**src/rtl/reorder_buffer.sv**
```systemverilog
// Circular reorder buffer: in-order allocate, CDB capture, in-order commit, mispredict rollback.
// Optional ROB_CDB_BYPASS_EN: operand queries also see the CDB broadcast in the same cycle.
module reorder_buffer #(
  parameter int unsigned ROB_SIZE = 16,
  parameter int unsigned TAG_W    = 4
) (
  input  logic              clk,
  input  logic              rst,
  input  logic              in_assign_ena,
  input  logic [31:0]       in_inst,
  input  logic [4:0]        in_rd,
  input  logic [31:0]       in_pc,
  input  logic              in_predicted_taken,
  output logic [TAG_W-1:0]  out_tobe_tag,
  output logic              out_full,
  input  logic [TAG_W-1:0]  in_query_tag1,
  input  logic [TAG_W-1:0]  in_query_tag2,
  output logic              out_query_tag1_ready,
  output logic              out_query_tag2_ready,
  output logic [31:0]       out_query_value1,
  output logic [31:0]       out_query_value2,
  input  logic              in_cdb_ena,
  input  logic [TAG_W-1:0]  in_cdb_tag,
  input  logic [31:0]       in_cdb_value,
  input  logic              in_cdb_taken,
  input  logic [31:0]       in_cdb_target,
  output logic              out_commit_reg_ena,
  output logic [4:0]        out_commit_rd,
  output logic [31:0]       out_commit_value,
  output logic [TAG_W-1:0]  out_commit_tag,
  output logic              out_commit_store_ena,
  output logic [TAG_W-1:0]  out_commit_store_tag,
  output logic              out_rollback,
  output logic [31:0]       out_correct_pc
);

  localparam logic [TAG_W-1:0] ZERO_ROB  = '0;
  localparam logic [TAG_W-1:0] FIRST_TAG = TAG_W'(1);
  localparam logic [TAG_W-1:0] LAST_TAG  = TAG_W'(ROB_SIZE - 1);

  localparam logic [6:0] OPC_STORE  = 7'b0100011;
  localparam logic [6:0] OPC_BRANCH = 7'b1100011;
  localparam logic [6:0] OPC_JALR   = 7'b1100111;

  typedef enum logic [1:0] {
    KIND_OTHER,
    KIND_STORE,
    KIND_BRANCH,
    KIND_JALR
  } op_kind_e;

  logic              valid_q  [ROB_SIZE];
  logic              ready_q  [ROB_SIZE];
  logic [6:0]        op_q     [ROB_SIZE];
  logic [4:0]        rd_q     [ROB_SIZE];
  logic [31:0]       pc_q     [ROB_SIZE];
  logic              pred_q   [ROB_SIZE];
  logic [31:0]       value_q  [ROB_SIZE];
  logic              taken_q  [ROB_SIZE];
  logic [31:0]       target_q [ROB_SIZE];

  logic [TAG_W-1:0]  head_q, tail_q, count_q;

  op_kind_e          head_kind;
  logic              commit_fire, rollback_now, alloc_fire, cdb_fire;
  logic [31:0]       redirect_pc;
  logic              bypass_hit1, bypass_hit2;

  logic unused_inst;
  assign unused_inst = ^in_inst[31:7];

  // Slot 0 is the "no tag" value, so pointers skip it on wrap.
  function automatic logic [TAG_W-1:0] tag_inc(input logic [TAG_W-1:0] t);
    return (t == LAST_TAG) ? FIRST_TAG : t + FIRST_TAG;
  endfunction

  assign out_tobe_tag = tail_q;
  assign out_full     = (count_q == LAST_TAG);

  always_comb begin
    head_kind = KIND_OTHER;
    case (op_q[head_q])
      OPC_STORE:  head_kind = KIND_STORE;
      OPC_BRANCH: head_kind = KIND_BRANCH;
      OPC_JALR:   head_kind = KIND_JALR;
      default:    head_kind = KIND_OTHER;
    endcase
    commit_fire  = valid_q[head_q] && ready_q[head_q];
    rollback_now = commit_fire &&
                   ((head_kind == KIND_JALR) ||
                    ((head_kind == KIND_BRANCH) && (taken_q[head_q] != pred_q[head_q])));
    if (head_kind == KIND_JALR || taken_q[head_q])
      redirect_pc = target_q[head_q];
    else
      redirect_pc = pc_q[head_q] + 32'd4;
    // A flush this edge discards both the new allocation and the CDB write.
    alloc_fire = in_assign_ena && !out_full && !rollback_now;
    cdb_fire   = in_cdb_ena && (in_cdb_tag != ZERO_ROB) && valid_q[in_cdb_tag] && !rollback_now;
  end

`ifdef ROB_CDB_BYPASS_EN
  assign bypass_hit1 = in_cdb_ena && (in_cdb_tag == in_query_tag1);
  assign bypass_hit2 = in_cdb_ena && (in_cdb_tag == in_query_tag2);
`else
  assign bypass_hit1 = 1'b0;
  assign bypass_hit2 = 1'b0;
`endif

  always_comb begin
    out_query_tag1_ready = 1'b0;
    out_query_value1     = '0;
    out_query_tag2_ready = 1'b0;
    out_query_value2     = '0;
    if (in_query_tag1 != ZERO_ROB && valid_q[in_query_tag1]) begin
      if (bypass_hit1) begin
        out_query_tag1_ready = 1'b1;
        out_query_value1     = in_cdb_value;
      end else if (ready_q[in_query_tag1]) begin
        out_query_tag1_ready = 1'b1;
        out_query_value1     = value_q[in_query_tag1];
      end
    end
    if (in_query_tag2 != ZERO_ROB && valid_q[in_query_tag2]) begin
      if (bypass_hit2) begin
        out_query_tag2_ready = 1'b1;
        out_query_value2     = in_cdb_value;
      end else if (ready_q[in_query_tag2]) begin
        out_query_tag2_ready = 1'b1;
        out_query_value2     = value_q[in_query_tag2];
      end
    end
  end

  always_ff @(posedge clk) begin
    if (rst) begin
      for (int unsigned i = 0; i < ROB_SIZE; i++) begin
        valid_q[i] <= 1'b0;
        ready_q[i] <= 1'b0;
      end
      head_q               <= FIRST_TAG;
      tail_q               <= FIRST_TAG;
      count_q              <= '0;
      out_commit_reg_ena   <= 1'b0;
      out_commit_rd        <= '0;
      out_commit_value     <= '0;
      out_commit_tag       <= '0;
      out_commit_store_ena <= 1'b0;
      out_commit_store_tag <= '0;
      out_rollback         <= 1'b0;
      out_correct_pc       <= '0;
    end else begin
      out_commit_reg_ena   <= 1'b0;
      out_commit_rd        <= '0;
      out_commit_value     <= '0;
      out_commit_tag       <= '0;
      out_commit_store_ena <= 1'b0;
      out_commit_store_tag <= '0;
      out_rollback         <= 1'b0;
      out_correct_pc       <= '0;

      if (commit_fire) begin
        case (head_kind)
          KIND_STORE: begin
            out_commit_store_ena <= 1'b1;
            out_commit_store_tag <= head_q;
          end
          KIND_BRANCH: ;
          KIND_JALR: begin
            out_commit_reg_ena <= 1'b1;
            out_commit_rd      <= rd_q[head_q];
            out_commit_value   <= value_q[head_q];
            out_commit_tag     <= head_q;
          end
          default: begin
            out_commit_reg_ena <= (rd_q[head_q] != 5'd0);
            out_commit_rd      <= rd_q[head_q];
            out_commit_value   <= value_q[head_q];
            out_commit_tag     <= head_q;
          end
        endcase
      end

      if (rollback_now) begin
        for (int unsigned i = 0; i < ROB_SIZE; i++) valid_q[i] <= 1'b0;
        head_q         <= FIRST_TAG;
        tail_q         <= FIRST_TAG;
        count_q        <= '0;
        out_rollback   <= 1'b1;
        out_correct_pc <= redirect_pc;
      end else begin
        if (commit_fire) begin
          valid_q[head_q] <= 1'b0;
          head_q          <= tag_inc(head_q);
        end
        if (cdb_fire) ready_q[in_cdb_tag] <= 1'b1;
        if (alloc_fire) begin
          valid_q[tail_q] <= 1'b1;
          ready_q[tail_q] <= 1'b0;
          tail_q          <= tag_inc(tail_q);
        end
        case ({alloc_fire, commit_fire})
          2'b10:   count_q <= count_q + FIRST_TAG;
          2'b01:   count_q <= count_q - FIRST_TAG;
          default: count_q <= count_q;
        endcase
      end
    end
  end

  // Payload fields carry no reset; valid/ready alone decide whether they are observed.
  always_ff @(posedge clk) begin
    if (alloc_fire) begin
      op_q[tail_q]   <= in_inst[6:0];
      rd_q[tail_q]   <= in_rd;
      pc_q[tail_q]   <= in_pc;
      pred_q[tail_q] <= in_predicted_taken;
    end
    if (cdb_fire) begin
      value_q[in_cdb_tag]  <= in_cdb_value;
      taken_q[in_cdb_tag]  <= in_cdb_taken;
      target_q[in_cdb_tag] <= in_cdb_target;
    end
  end

endmodule

```
**config.mk**
```make
export PLATFORM = sky130hd
export DESIGN_NAME = reorder_buffer
export DESIGN_NICKNAME = d
export VERILOG_FILES = /design/src/rtl/reorder_buffer.sv
export SDC_FILE = /design/constraint.sdc
export NUM_CORES = 2
export LEC_CHECK = 0
export BUFFER_PORTS_ARGS = -buffer_cell sky130_fd_sc_hd__buf_2
export CORE_ASPECT_RATIO = 1.25
export CORE_MARGIN = 10
export CORE_UTILIZATION = 50
export CTS_CLUSTER_DIAMETER = 120
export CTS_CLUSTER_SIZE = 10
export DETAILED_ROUTE_END_ITERATION = 12
export PLACE_DENSITY = 0.64
export SLEW_MARGIN = 40
export SYNTH_ARGS = -nofsm -noshare
export SYNTH_HDL_FRONTEND = slang
export SYNTH_SLANG_ARGS = --single-unit
```
**constraint.sdc**
```tcl
create_clock -name clk -period 11.8 [get_ports clk]
set_input_delay 1.77 -clock clk [delete_from_list [all_inputs] [get_ports clk]]
set_output_delay 1.77 -clock clk [all_outputs]
set_load 0.01 [all_outputs]
```
==> results.md <==
STA:
- The setup total negative slack is 0 ns.
- The total count of max-transition violations in the final report is 0.
- The final setup skew is approximately 0.046 ns.
- The final period utilization is a little under three fifths.
- Setup repair after global routing left no endpoint under its margin.
- Timing would allow up to about 150 MHz.
- The final-report hold violation count is 0.
- The actual slew at the worst max-slew pin is about 0.95 ns.
- The clock period could shrink to 6.61 ns.
- The number of endpoints failing setup at the final stage is 0.
- In this run the tightest slew margin relative to its limit is 36.8%.
- The tightest hold margin is 0.476 ns.

Floorplanning:
- Once the floorplan was initialized, standard cells occupied between 50 and 60% of the core.
- The number of top-level pins is ~300.
- The core region is 158000 um2.
- The initialized floorplan defines 163 standard-cell rows.
- The die covers ~180000 um2.
- The die outline width is between 300 and 400 um.
- In this run the vertical extent of the chip is between 400 and 500 um.

Detailed routing:
- Using the TritonRoute via totals, the vias-per-cell ratio works out to between 6 and 7.
- The iteration-0 DRC count of the detailed router is roughly 4600.
- The routed wire length per instance is 32.7 um.
- The final routed wirelength across all metal layers is 205000 um.
- After detailed routing, the number of remaining DRC violations is 0.
- The via count is around 40000.
- The remaining antenna violation count after routing is 0.
- The number of detailed-route iterations in the first pass is 6.

Synth:
- A synthesized cell averages 21.9 um2.
- By area the synthesized netlist is led by sky130_fd_sc_hd__edfxtp_1, sky130_fd_sc_hd__mux4_2, sky130_fd_sc_hd__dfxtp_1.
- After technology mapping, the gate count stands at 3648.
- The synthesis-stage register bit count is approximately 1900.
- The number of flops mapped to enable cells by yosys is 1760.
- The unique cell type count in the Yosys netlist is 67.
- After synthesis the cells add up to ~80000 um2.
- The count of yosys warnings during synthesis is 0.
- The dominant register cell in the synthesized netlist is sky130_fd_sc_hd__edfxtp_1.
- The fraction of registers with async set/reset is 0%.
- The largest area contributor in the synthesized netlist is sky130_fd_sc_hd__edfxtp_1.
- After synthesis, the largest area contributor takes up 66.3% of total cell area.
- The register area share after synthesis is a little over two thirds.

Clock network:
- For this design, the sink count on the clock tree is about 1900.
- The clock root buffer is sky130_fd_sc_hd__clkbuf_16.
- In this run the deepest clock path goes through 3 buffers.
- The post-CTS setup repair buffer count is 0.
- The clock transition at the registers of the reported paths is ~0.060 ns.
- The number of gates given a new drive strength after cts is 0.
- The clock latency on the worst-skew pair is between 0.8 and 0.9 ns.
- The number of hold-repair buffers added at the cts stage is 0.
- TritonCTS built the clock tree.
- Counting the buffers created by CTS gives 207.
- CTS built an H-tree with a depth of 4.

Worst setup path:
- The number of cells on the worst reg-to-reg path is 13.
- The startpoint class of the critical path is a register.
- The data arrival time of the worst path is 7.05 ns.
- The biggest fanout along the worst timing path is 70.
- The worst setup path is captured at a register.
- The data required time at the worst endpoint is about 12 ns.
- The worst reg-to-reg setup slack is 5.19 ns.
- The critical path start-end classification is register to register.
- The capturing point of the worst reg2reg path is target_q[3][1].

GRT:
- Across every metal layer, demand over resource in global routing totals 23.3%.
- The number of global-route vias before repair is a little over 40000.
- The total overflow reported by the global router is 0.
- Entering global routing, the biggest net connects 71 pins.
- The first-pass GRT wire length is roughly 300000 um.
- The number of antenna violations at the first check in global routing is between 40 and 50.

Placement:
- The count of buffers added on input and output ports is 276.
- The routability-driven placement congestion ratio is roughly 0.80.
- The HPWL after detailed placement is 118000 um.

Layout:
- In the layout the commonest cells are sky130_fd_sc_hd__edfxtp_1, sky130_fd_sc_hd__mux4_2, sky130_fd_sc_hd__buf_2, sky130_fd_sc_hd__clkbuf_16, sky130_fd_sc_hd__clkbuf_1.
- Of the cells placed in the final design, the portion with a size suffix greater than 1 is between 30% and 40%.
- For this run, the post-layout net count is approximately 4200.
- The commonest non-fill, non-tap cell in the layout is sky130_fd_sc_hd__edfxtp_1.
- From synthesis to final layout, the design area changed by 13.1%.

Power and ir drop:
- The post-layout total power is ~0.014 W.
- The maximum vdd drop is around 0.16 mV.
- The ratio of total power to cell area is around 150 nW/um2.
- For this design the static power due to leakage is roughly 29 nW.

Worst hold path:
- In this run the worst hold path is classified as register to register.
- The launch point of the worst hold path is ready_q[0].
- For hold timing, the worst endpoint is ready_q[0].
- The hold-critical path depth is 2.

Job:
- Across the run, the number of max-cap violations was 0.

Status:
- The run finished with clean final reports.
==> synthesized netlist by cell type (20+ instances only) <==
master,count
sky130_fd_sc_hd__nand2_1,67
sky130_fd_sc_hd__buf_2,34
sky130_fd_sc_hd__a21oi_1,35
sky130_fd_sc_hd__nor3_1,20
sky130_fd_sc_hd__dfxtp_1,128
sky130_fd_sc_hd__nor2b_1,119
sky130_fd_sc_hd__nor2_1,70
sky130_fd_sc_hd__clkbuf_1,130
sky130_fd_sc_hd__xnor2_1,22
sky130_fd_sc_hd__nand3_1,20
sky130_fd_sc_hd__edfxtp_1,1760
sky130_fd_sc_hd__and2_1,20
sky130_fd_sc_hd__mux2i_1,29
sky130_fd_sc_hd__mux4_2,808
sky130_fd_sc_hd__buf_1,53
sky130_fd_sc_hd__a22oi_1,34
sky130_fd_sc_hd__a211oi_1,33
sky130_fd_sc_hd__inv_1,30
==> registers in the layout, summed over array words and instances, names as in the netlist, 5 cells and up, named ones only <==
signal,cells
rd_q,80
ready_q,16
pred_q,16
out_commit_value,32
taken_q,16
target_q,512
valid_q,16
out_correct_pc,32
value_q,512
op_q,112
pc_q,512
out_commit_rd,5
==> per-stage QoR <==
stage,instance area (um2),worst slack [ns],std cells,utilization (%)
final,90200,5.19,6271,57.0
after global routing,90200,4.92,6254,57.0
after CTS,90100,5.02,6251,56.9
after detailed placement,84100,5.04,5897,53.1
after global placement,83600,5.08,5875,52.8
after floorplan,80000,3.09,3712,-
==> worst max-delay path, cell delays in order, from the launching register on <==
cell,delay (ns)
sky130_fd_sc_hd__dfxtp_4,0.77
sky130_fd_sc_hd__buf_4,0.65
sky130_fd_sc_hd__buf_12,0.42
sky130_fd_sc_hd__buf_16,0.36
sky130_fd_sc_hd__mux4_1,0.37
sky130_fd_sc_hd__mux4_2,0.49
sky130_fd_sc_hd__xor2_1,0.15
sky130_fd_sc_hd__and2_4,0.18
sky130_fd_sc_hd__o21ai_4,0.28
sky130_fd_sc_hd__and3b_1,0.32
sky130_fd_sc_hd__nand2_1,0.22
sky130_fd_sc_hd__nor2_4,0.47
sky130_fd_sc_hd__buf_4,0.61
sky130_fd_sc_hd__buf_4,0.72
==> cell families (layout without fill, tap and decap cells) <==
family / Yosys count / after routing / share of synthesized area (%)
adder cells (fa/ha/maj): 16 / 16 / 0.251
multiplexers: 855 / 855 / 23.8
XOR/XNOR: 35 / 35 / 0.384
buffers and inverters: 275 / 754 / 1.62
other: 1 / 83 / 0.00470
AND/OR/NAND/NOR: 401 / 401 / 2.84
AO/OA/AOI/OAI: 177 / 177 / 1.66
flip-flops: 1888 / 1888 / 69.5
==> cell type report <==
cell class	count	area [um2]
fill	11604	68100
antenna	18	45.0
tap	2062	2580
timing repair buffer	369	2530
sequential	1888	55400
multi-input combinational	1549	23500
inverter	31	138
clock inverter	17	354
clock buffer	337	5670
==> per-layer routing <==
layer	global-route usage, %	vias up	routed length (um)
li1	-	16454	-
met1	32.5	21753	82100
met2	36.9	1850	99200
met3	5.23	390	17600
met4	7.29	44	6000
met5	0	-	277
==> worst max path at each step <==
stage               startpoint             end  slack (ns)
floorplan             register      taken_q[8]        3.09
global placement      register  target_q[1][1]        5.08
detailed placement    register  target_q[1][1]        5.04
CTS                   register  target_q[1][1]        5.02
global route          register  target_q[3][1]        4.92
finish                register  target_q[3][1]        5.19
==> power breakdown <==
part           internal (W)  switching (W)
clock network       0.00327        0.00257
logic              0.000205       0.000292
registers           0.00737      0.0000188
total                0.0108        0.00288
Note: power is estimated with default switching activity, not from simulation.
